## src/rtl/nap_timer_bank.sv

```systemverilog
// nap_timer_bank: N independent BCD HH:MM:SS countdown channels sharing a single one-second prescaler.
// Optional feature macro NAP_OVERSLEEP_EN: expired channels count oversleep time upward, saturating at 23:59:59.
module nap_timer_bank #(
  parameter int N          = 4,
  parameter int CH_W       = 2,
  parameter int TICK_DIV   = 50000000,
  parameter int SNOOZE_MIN = 5
) (
  input  logic            clock,
  input  logic            reset,
  input  logic            load_en,
  input  logic [CH_W-1:0] load_ch,
  input  logic [23:0]     load_time,
  input  logic [N-1:0]    start,
  input  logic [N-1:0]    pause,
  input  logic [N-1:0]    snooze,
  input  logic [CH_W-1:0] sel_ch,
  output logic [23:0]     sel_time,
  output logic [N-1:0]    running,
  output logic [N-1:0]    expired,
  output logic [N-1:0]    expire_pulse,
  output logic            any_expired,
  output logic            load_err
);

  localparam int              PW          = $clog2(TICK_DIV);
  localparam logic [PW-1:0]   PRESC_MAX   = PW'(TICK_DIV - 1);
  localparam logic [23:0]     SNOOZE_TIME = {8'h00, 4'(SNOOZE_MIN / 10), 4'(SNOOZE_MIN % 10), 8'h00};
  localparam logic [CH_W:0]   N_CH        = (CH_W + 1)'(N);

  typedef enum logic [1:0] {
    ST_IDLE    = 2'd0,
    ST_RUN     = 2'd1,
    ST_PAUSE   = 2'd2,
    ST_EXPIRED = 2'd3
  } chan_state_t;

  function automatic logic bcd_time_valid(input logic [23:0] t);
    logic ok;
    ok = (t[23:20] <= 4'd2) && (t[19:16] <= 4'd9) && (t[15:12] <= 4'd5) &&
         (t[11:8] <= 4'd9) && (t[7:4] <= 4'd5) && (t[3:0] <= 4'd9);
    if ((t[23:20] == 4'd2) && (t[19:16] > 4'd3)) ok = 1'b0;
    return ok;
  endfunction

  // Borrow ripples s1 -> s10 -> m1 -> m10 -> h1 -> h10; never called on 00:00:00.
  function automatic logic [23:0] bcd_dec(input logic [23:0] t);
    logic [23:0] r;
    r = t;
    if (r[3:0] != 4'd0) r[3:0] = r[3:0] - 4'd1;
    else begin
      r[3:0] = 4'd9;
      if (r[7:4] != 4'd0) r[7:4] = r[7:4] - 4'd1;
      else begin
        r[7:4] = 4'd5;
        if (r[11:8] != 4'd0) r[11:8] = r[11:8] - 4'd1;
        else begin
          r[11:8] = 4'd9;
          if (r[15:12] != 4'd0) r[15:12] = r[15:12] - 4'd1;
          else begin
            r[15:12] = 4'd5;
            if (r[19:16] != 4'd0) r[19:16] = r[19:16] - 4'd1;
            else begin
              r[19:16] = 4'd9;
              r[23:20] = r[23:20] - 4'd1;
            end
          end
        end
      end
    end
    return r;
  endfunction

`ifdef NAP_OVERSLEEP_EN
  function automatic logic [23:0] bcd_inc_sat(input logic [23:0] t);
    logic [23:0] r;
    r = t;
    if (t == 24'h235959) r = t;
    else if (r[3:0] != 4'd9) r[3:0] = r[3:0] + 4'd1;
    else begin
      r[3:0] = 4'd0;
      if (r[7:4] != 4'd5) r[7:4] = r[7:4] + 4'd1;
      else begin
        r[7:4] = 4'd0;
        if (r[11:8] != 4'd9) r[11:8] = r[11:8] + 4'd1;
        else begin
          r[11:8] = 4'd0;
          if (r[15:12] != 4'd5) r[15:12] = r[15:12] + 4'd1;
          else begin
            r[15:12] = 4'd0;
            if (r[19:16] != 4'd9) r[19:16] = r[19:16] + 4'd1;
            else begin
              r[19:16] = 4'd0;
              r[23:20] = r[23:20] + 4'd1;
            end
          end
        end
      end
    end
    return r;
  endfunction
`endif

  logic [PW-1:0] presc_r;
  chan_state_t   state_r [N];
  logic [23:0]   time_r  [N];
  logic [23:0]   sel_time_r;
  logic [N-1:0]  running_r;
  logic [N-1:0]  expired_r;
  logic [N-1:0]  expire_pulse_r;
  logic          load_err_r;

  logic          tick_s;
  logic          load_ok_s;
  logic [N-1:0]  load_hit_s;
  logic [N-1:0]  start_s;
  logic [23:0]   sel_time_s;

  // Tick, load qualification and readout mux; pause masks a simultaneous start.
  always_comb begin
    tick_s     = (presc_r == PRESC_MAX);
    load_ok_s  = bcd_time_valid(load_time) && ({1'b0, load_ch} < N_CH);
    start_s    = start & ~pause;
    load_hit_s = '0;
    for (int i = 0; i < N; i++) begin
      if (load_en && load_ok_s && (load_ch == CH_W'(i))) load_hit_s[i] = 1'b1;
      else load_hit_s[i] = 1'b0;
    end
    if ({1'b0, sel_ch} < N_CH) sel_time_s = time_r[sel_ch];
    else sel_time_s = 24'h000000;
  end

  // Prescaler and per-channel state machines with registered status outputs.
  always_ff @(posedge clock or negedge reset) begin
    if (!reset) begin
      presc_r        <= '0;
      sel_time_r     <= 24'h000000;
      running_r      <= '0;
      expired_r      <= '0;
      expire_pulse_r <= '0;
      load_err_r     <= 1'b0;
      for (int i = 0; i < N; i++) begin
        state_r[i] <= ST_IDLE;
        time_r[i]  <= 24'h000000;
      end
    end else begin
      presc_r    <= tick_s ? '0 : presc_r + 1'b1;
      load_err_r <= load_en & ~load_ok_s;
      sel_time_r <= sel_time_s;
      for (int i = 0; i < N; i++) begin
        expire_pulse_r[i] <= 1'b0;
        if (load_hit_s[i]) begin
          time_r[i]    <= load_time;
          state_r[i]   <= ST_IDLE;
          running_r[i] <= 1'b0;
          expired_r[i] <= 1'b0;
        end else begin
          case (state_r[i])
            ST_IDLE: begin
              if (start_s[i] && (time_r[i] == 24'h000000)) begin
                state_r[i]        <= ST_EXPIRED;
                expired_r[i]      <= 1'b1;
                expire_pulse_r[i] <= 1'b1;
              end else if (start_s[i]) begin
                state_r[i]   <= ST_RUN;
                running_r[i] <= 1'b1;
              end
            end
            ST_RUN: begin
              if (pause[i]) begin
                state_r[i]   <= ST_PAUSE;
                running_r[i] <= 1'b0;
              end else if (tick_s) begin
                time_r[i] <= bcd_dec(time_r[i]);
                if (bcd_dec(time_r[i]) == 24'h000000) begin
                  state_r[i]        <= ST_EXPIRED;
                  running_r[i]      <= 1'b0;
                  expired_r[i]      <= 1'b1;
                  expire_pulse_r[i] <= 1'b1;
                end
              end
            end
            ST_PAUSE: begin
              if (start_s[i]) begin
                state_r[i]   <= ST_RUN;
                running_r[i] <= 1'b1;
              end
            end
            ST_EXPIRED: begin
              if (snooze[i]) begin
                time_r[i]    <= SNOOZE_TIME;
                state_r[i]   <= ST_RUN;
                running_r[i] <= 1'b1;
                expired_r[i] <= 1'b0;
              end
`ifdef NAP_OVERSLEEP_EN
              else if (tick_s) begin
                time_r[i] <= bcd_inc_sat(time_r[i]);
              end
`endif
            end
            default: begin
              state_r[i]   <= ST_IDLE;
              running_r[i] <= 1'b0;
              expired_r[i] <= 1'b0;
            end
          endcase
        end
      end
    end
  end

  assign sel_time     = sel_time_r;
  assign running      = running_r;
  assign expired      = expired_r;
  assign expire_pulse = expire_pulse_r;
  assign load_err     = load_err_r;
  assign any_expired  = |expired_r;

endmodule

```

## config.mk

```make
export PLATFORM = sky130hd
export DESIGN_NAME = nap_timer_bank
export DESIGN_NICKNAME = d
export VERILOG_FILES = /design/src/rtl/nap_timer_bank.sv
export SDC_FILE = /design/constraint.sdc
export NUM_CORES = 1
export LEC_CHECK = 0
export ABC_AREA = 1
export BUFFER_PORTS_ARGS = -buffer_cell sky130_fd_sc_hd__buf_2
export CORE_ASPECT_RATIO = 0.75
export CORE_MARGIN = 1.5
export CORE_UTILIZATION = 61
export DETAILED_ROUTE_END_ITERATION = 16
export PLACE_DENSITY = 0.81
export SLEW_MARGIN = 30
export SYNTH_ARGS = -nofsm -noshare
export SYNTH_HDL_FRONTEND = slang
export SYNTH_SLANG_ARGS = --single-unit
```

## constraint.sdc

```tcl
create_clock -name clock -period 4.1 [get_ports clock]
set_input_delay 0.205 -clock clock [delete_from_list [all_inputs] [get_ports clock]]
set_output_delay 0.205 -clock clock [all_outputs]
set_load 0.01 [all_outputs]
```

---- Word-level counts from Yosys, hierarchy flattened ----
Index checks and enable logic that the tools add are counted.
storage, ports and cells
  register bits ........................... 167
  bits of input ports ..................... 43
  output and inout port bits .............. 38
  logic and storage cells ................. 397
cells by class
  $add $sub $neg .......................... 25
  magnitude comparators ................... 8
  eq/ne operators ......................... 49
  mux-type cells .......................... 217
  bitwise operators ....................... 5
  reductions and logical operators ........ 73
operator list
  operator                                          number
  2-to-1 mux 24 bit                                 18
  2-to-1 mux 20 bit                                 20
  logical NOT 24 bit                                8
  one-hot mux 24 bit (2 select lines)               4
  2-to-1 mux 4 bit                                  40
  nonzero test 4 bit                                24
  subtractor 4 x 1 -> 4 bit, second input constant  24
  2-to-1 mux 1 bit                                  77
  inequality test 3 bit, second input constant      24
  2-to-1 mux 16 bit                                 4
  2-to-1 mux 2 bit                                  28
  binary-select mux 24 bit (select 2 bit)           1
  2-to-1 mux 12 bit                                 4
  2-to-1 mux 8 bit                                  4
  inequality test 4 bit, second input constant      8
  one-hot mux 2 bit (4 select lines)                4
  AND reduction 4 bit                               8
  adder 26 x 1 -> 26 bit, second input constant     1
  == test 26 bit, second input constant             1
  2-to-1 mux 26 bit                                 1
  AND reduction 6 bit                               4
  == test 2 bit, second input constant              10
  one-hot mux 1 bit (4 select lines)                4
  logical AND 1 bit                                 15
  other kinds (18)                                  41

---- Depth between registers and ports, before layout ----
  depth in word-level cells ............... 17
  mapped depth ............................ 17

---- Least setup slack after synthesis ----
No wires, ideal clock.
  kind .................................... register to register
  from .................................... reg time_r[24] (netlist bit)
  to ...................................... reg running_r[2] (netlist: running[2])
  arrival ................................. 2,085 ps
  required time ........................... 3,983 ps
  path slack .............................. 1,898 ps
  cell stages (with the launch flop) ...... 15
  period minus slack after synthesis ...... 2,202 ps
  cells stage by stage .................... dfrtp_1 > inv_1 > ha_1 > nand3_1 > nor2_2 > nand2_2 > nor2_4 > nand3_1 > xor2_1 > nor2_1 > nand3_1 > nand2_1 > nand2_1 > nand2_1 > nand2_1
on the way
  longest elaborated chain between the ends .. 9
RTL lines
  element                                                                 line  RTL
  from (decl)                                                             106   logic [23:0] time_r [N];
  from (signal, indexed assignment)                                       153   time_r[i] <= load_time;
  from (signal, indexed assignment)                                       174   time_r[i] <= bcd_dec(time_r[i]);
  subtractor 4 x 1 -> 4 bit / nonzero test 4 bit (equally long branches)  50    if (r[3:0] != 4'd0) r[3:0] = r[3:0] - 4'd1;
  2-to-1 mux 4 bit / 2-to-1 mux 20 bit (equally long branches)            50
  2-to-1 mux 4 bit / 2-to-1 mux 20 bit (equally long branches)            173   end else if (tick_s) begin
  2-to-1 mux 4 bit / 2-to-1 mux 20 bit (equally long branches)            170   if (pause[i]) begin
  2-to-1 mux 4 bit / 2-to-1 mux 20 bit (equally long branches)            158   case (state_r[i])
  2-to-1 mux 4 bit / 2-to-1 mux 20 bit (equally long branches)            152   if (load_hit_s[i]) begin
  logical NOT 24 bit                                                      175   if (bcd_dec(time_r[i]) == 24'h000000) begin
  inequality test 4 bit (no line)                                         --
  AND reduction 4 bit (no line) (*)                                       --
  to (signal, indexed assignment)                                         155   running_r[i] <= 1'b0;
  to (signal, indexed assignment)                                         172   running_r[i] <= 1'b0;
  to (signal, indexed assignment)                                         177   running_r[i] <= 1'b0;
  to (decl)                                                               108   logic [N-1:0] running_r;
Mark *: on every way between the ends. The rest lies on a longest branch, timed or not. The select of a mux whose other input is x is not followed.
A chain may end at the register's enable or synchronous reset.

---- Final worst setup path ----
  from .................................... reg presc_r[0]
  to ...................................... reg time_r[31] (netlist bit)
on the way
  longest elaborated chain between the ends .. 3
RTL lines
  element                          line  RTL
  from (decl)                      104   logic [PW-1:0] presc_r;
  from (signal assigned)           147   presc_r <= tick_s ? '0 : presc_r + 1'b1;
  == test 26 bit                   121   tick_s = (presc_r == PRESC_MAX);
  inequality test 3 bit (no line)  --
  AND reduction 4 bit (no line)    --
Every way passes these cells.

==> flow_metrics.env <==
export IMPL_p_leak_nw=6.42
export IMPL_yosys_top_cells_area="dfrtp_1 38%, nand2_1 18%, o21ai_0 7.4%, nor2_1 6.8%, inv_1 6.7%"
export IMPL_synth_ff_type="dfrtp_1"
export IMPL_critPathCapture="time_r[31]$_DFFE_PN0P_"
export IMPL_route_met3_wl_um=4760
export IMPL_crit_start="presc_r[0]$_DFF_PN0_"
export IMPL_synthCells=1680
export IMPL_dp_worst_setup_slack_ns=0.846
export IMPL_start_util_pct=62.4
export IMPL_cp_arrival_ns=3.54
export IMPL_htreeDepth=4
export IMPL_wire_per_inst_um=18.3
export IMPL_ys_top_cells_by_count="518 x nand2_1, 199 x nor2_1, 198 x inv_1"
export IMPL_root_buffer="clkbuf_16"
export IMPL_overflow=0
export IMPL_dp_hpwl_um=27100
export IMPL_clk_latency_ns=0.45
export IMPL_period_share_pct=78.3
export IMPL_synth_nets=1735
export IMPL_via_per_inst=5.89
export IMPL_die_w_um=158
export IMPL_finalClockSkew_ns=0.0168
export IMPL_crit_required_ns=4.43
export IMPL_crit_fanout=25
export IMPL_reg2reg_from="presc_r[0]$_DFF_PN0_"
export IMPL_max_vdd_ir_drop_uv=414
export IMPL_synth_seq_cells=167
export IMPL_cts_sinks=167
export IMPL_yosysTopAreaCell="dfrtp_1"
export IMPL_cts_tree="yes"
export IMPL_grt_antenna_before_repair=3
export IMPL_yosys_cell_count_top_type="nand2_1"
export IMPL_worst_setup_path_end_kind="flip-flop"
export IMPL_clock_fmax_mhz=311
export IMPL_drt_iter0_drc=1629
export IMPL_fin_tns_setup_ns=0
export IMPL_status="finished clean"
export IMPL_startpoint_type="flip-flop"
export IMPL_vias=11803
export IMPL_area_growth_pct=11.2
export IMPL_maxCapViolCount=0
export IMPL_cts_setup_buffers=0
export IMPL_worstHoldPathType="input port to flip-flop"
export IMPL_r2r_slack_ns=0.89
export IMPL_grt_pass1_wl_um=56000
export IMPL_synth_edf_count=0
export IMPL_gp_congestion=1.06
export IMPL_finalHoldViolCount=0
export IMPL_synth_cell_types=38
export IMPL_track_usage_pct=39.7
export IMPL_grt_max_degree=106
export IMPL_syn_area_um2=11000
export IMPL_period_minus_slack_ns=3.21
export IMPL_dieHeight_um=119
export IMPL_synth_top_area_share_pct=37.9
export IMPL_dr_pass1_iters=7
export IMPL_wl_met1_um=15200
export IMPL_powerDensity_nw_per_um2=711
export IMPL_r2r_cells=11
export IMPL_asyncSetResetFlopFracSynth_pct=100
export IMPL_yosys_warnings=0
export IMPL_ys_seq_area_share_pct=37.9
export IMPL_finalSetupViolCount=0
export IMPL_coreArea_um2=17700
export IMPL_drive_gt1_share_pct=8.52
export IMPL_drc=0
export IMPL_cts_clk_slew_worst_paths_ns=0.07
export IMPL_drt_total_wl_um=36800
export IMPL_cts_max_path_buffers=2
export IMPL_worst_pin_slew_ns=0.942
export IMPL_wl_met2_um=15000
export IMPL_first_global_vias=10326
export IMPL_num_rows=42
export IMPL_rr_endpoint="time_r[31]$_DFFE_PN0P_"
export IMPL_die_area_um2=18900
export IMPL_syn_avg_cell_area_um2=6.56
export IMPL_rsz0062_at_grt="false"
export IMPL_relSlewSlack_pct=37.1
export IMPL_layout_nets=1802
export IMPL_final_max_slew_viol_count=0
export IMPL_setup_slack_ns=0.888
export IMPL_highest_layer="met4"
export IMPL_ant_nets=0
export IMPL_numCtsBuffers=17
export IMPL_path_class="flip-flop to flip-flop"
export IMPL_top_level_ports=81
export IMPL_port_buffers=80
export IMPL_fillers=1544
-- how the worst min path moves through the flow --
stage | cells after the start | end | startpoint | slack (ns)
finish | 3 | state_r[7]$_DFFE_PN0P_ | pause[0] | 0.02
global route | 3 | state_r[7]$_DFFE_PN0P_ | pause[0] | 0.05
CTS | 3 | state_r[7]$_DFFE_PN0P_ | pause[0] | 0.02
detailed placement | 1 | running[3]$_DFFE_PN0P_ | reset | 0.39
global placement | 1 | state_r[0]$_DFFE_PN0P_ | reset | 0.39
floorplan | 0 | expire_pulse[0]$_DFF_PN0_ | reset | -0.09
-- layer usage --
metal	up-vias	GRT usage, %
li1	5583	-
met1	5415	55.5
met2	695	54.9
met3	110	13.2
met4	0	19.3
met5	-	0
-- per-stage QoR --
step	total power [mW]	hold slack (ns)	instance area, µm²	utilization (%)	instances
after floorplan	5.69	-0.0906	11000	-	1680
after global placement	6.82	0.390	11600	65.9	1969
after detailed placement	6.89	0.388	11600	65.9	1969
after CTS	8.56	0.0231	12200	69.3	2002
after global routing	9.35	0.0545	12200	69.4	2003
final	8.71	0.0210	12300	69.4	2004
-- flip-flops by register name (all words and copies together), names as in the netlist --
register,count
expire_pulse,4
sel_time,24
time_r,96
presc_r,26
load_err,1
running,4
state_r,8
expired,4
-- what timing repair did --
action                    4_1_cts  5_1_grt
gates resized for setup         0        0
hold endpoints to repair      104        0
hold buffers                    1        0
-- cells by family (layout without fill, tap and decap cells) --
kind of cell             Yosys count  after routing  share of synthesized area, %
buffers and inverters            252            332                          8.84
XOR/XNOR                          23             23                          1.83
flip-flops                       167            167                          37.9
AO/OA/AOI/OAI                    306            306                          15.0
AND/OR/NAND/NOR                  920            920                          35.0
adder cells (fa/ha/maj)           12             12                          1.36
other                              0              2                             0
-- power breakdown --
part | total, mW | switching (mW) | internal, mW | leakage [nW]
clock | 1.66 | 0.740 | 0.918 | 0.280
sequential | 2.68 | 0.584 | 2.10 | 2.19
combinational | 4.37 | 2.95 | 1.42 | 3.95
-- critical path: stages, from the launching register on --
cell and delay (ns):
dfrtp_1 0.39, ha_1 0.20, nand3_1 0.16, nor2_1 0.23, nand2_1 0.14, inv_1 0.12
nand4_1 0.39, nand3_1 0.23, nand2_1 0.09, nor2_2 0.74, buf_4 0.31, a21boi_0 0.10
-- cell usage in the layout (no fill, tap or decap), types with 7 or more instances in the layout --
cell type,instances
nand2_1,518
nor2_1,199
inv_1,197
dfrtp_1,167
o21ai_0,163
nand3_1,107
buf_2,79
a21oi_1,62
o22ai_1,36
nand4_1,24
nor3_1,24
xor2_1,20
clkbuf_16,17
nand3b_1,14
o21ai_1,14
buf_4,13
ha_1,12
nor4_1,9
o211ai_1,9
a22oi_1,8
nor2_2,7
-- cell type report --
type,instances,area (µm²),share of cell area [%]
sequential,167,4180,34.1
clock inverter,14,151,1.24
antenna,2,5.00,0.0409
inverter,205,769,6.28
timing repair buffer,95,537,4.38
multi-input combinational,1261,5870,47.9
tap,242,303,2.47
clock buffer,18,439,3.58
No activity file was read; power rests on OpenSTA's default activity.
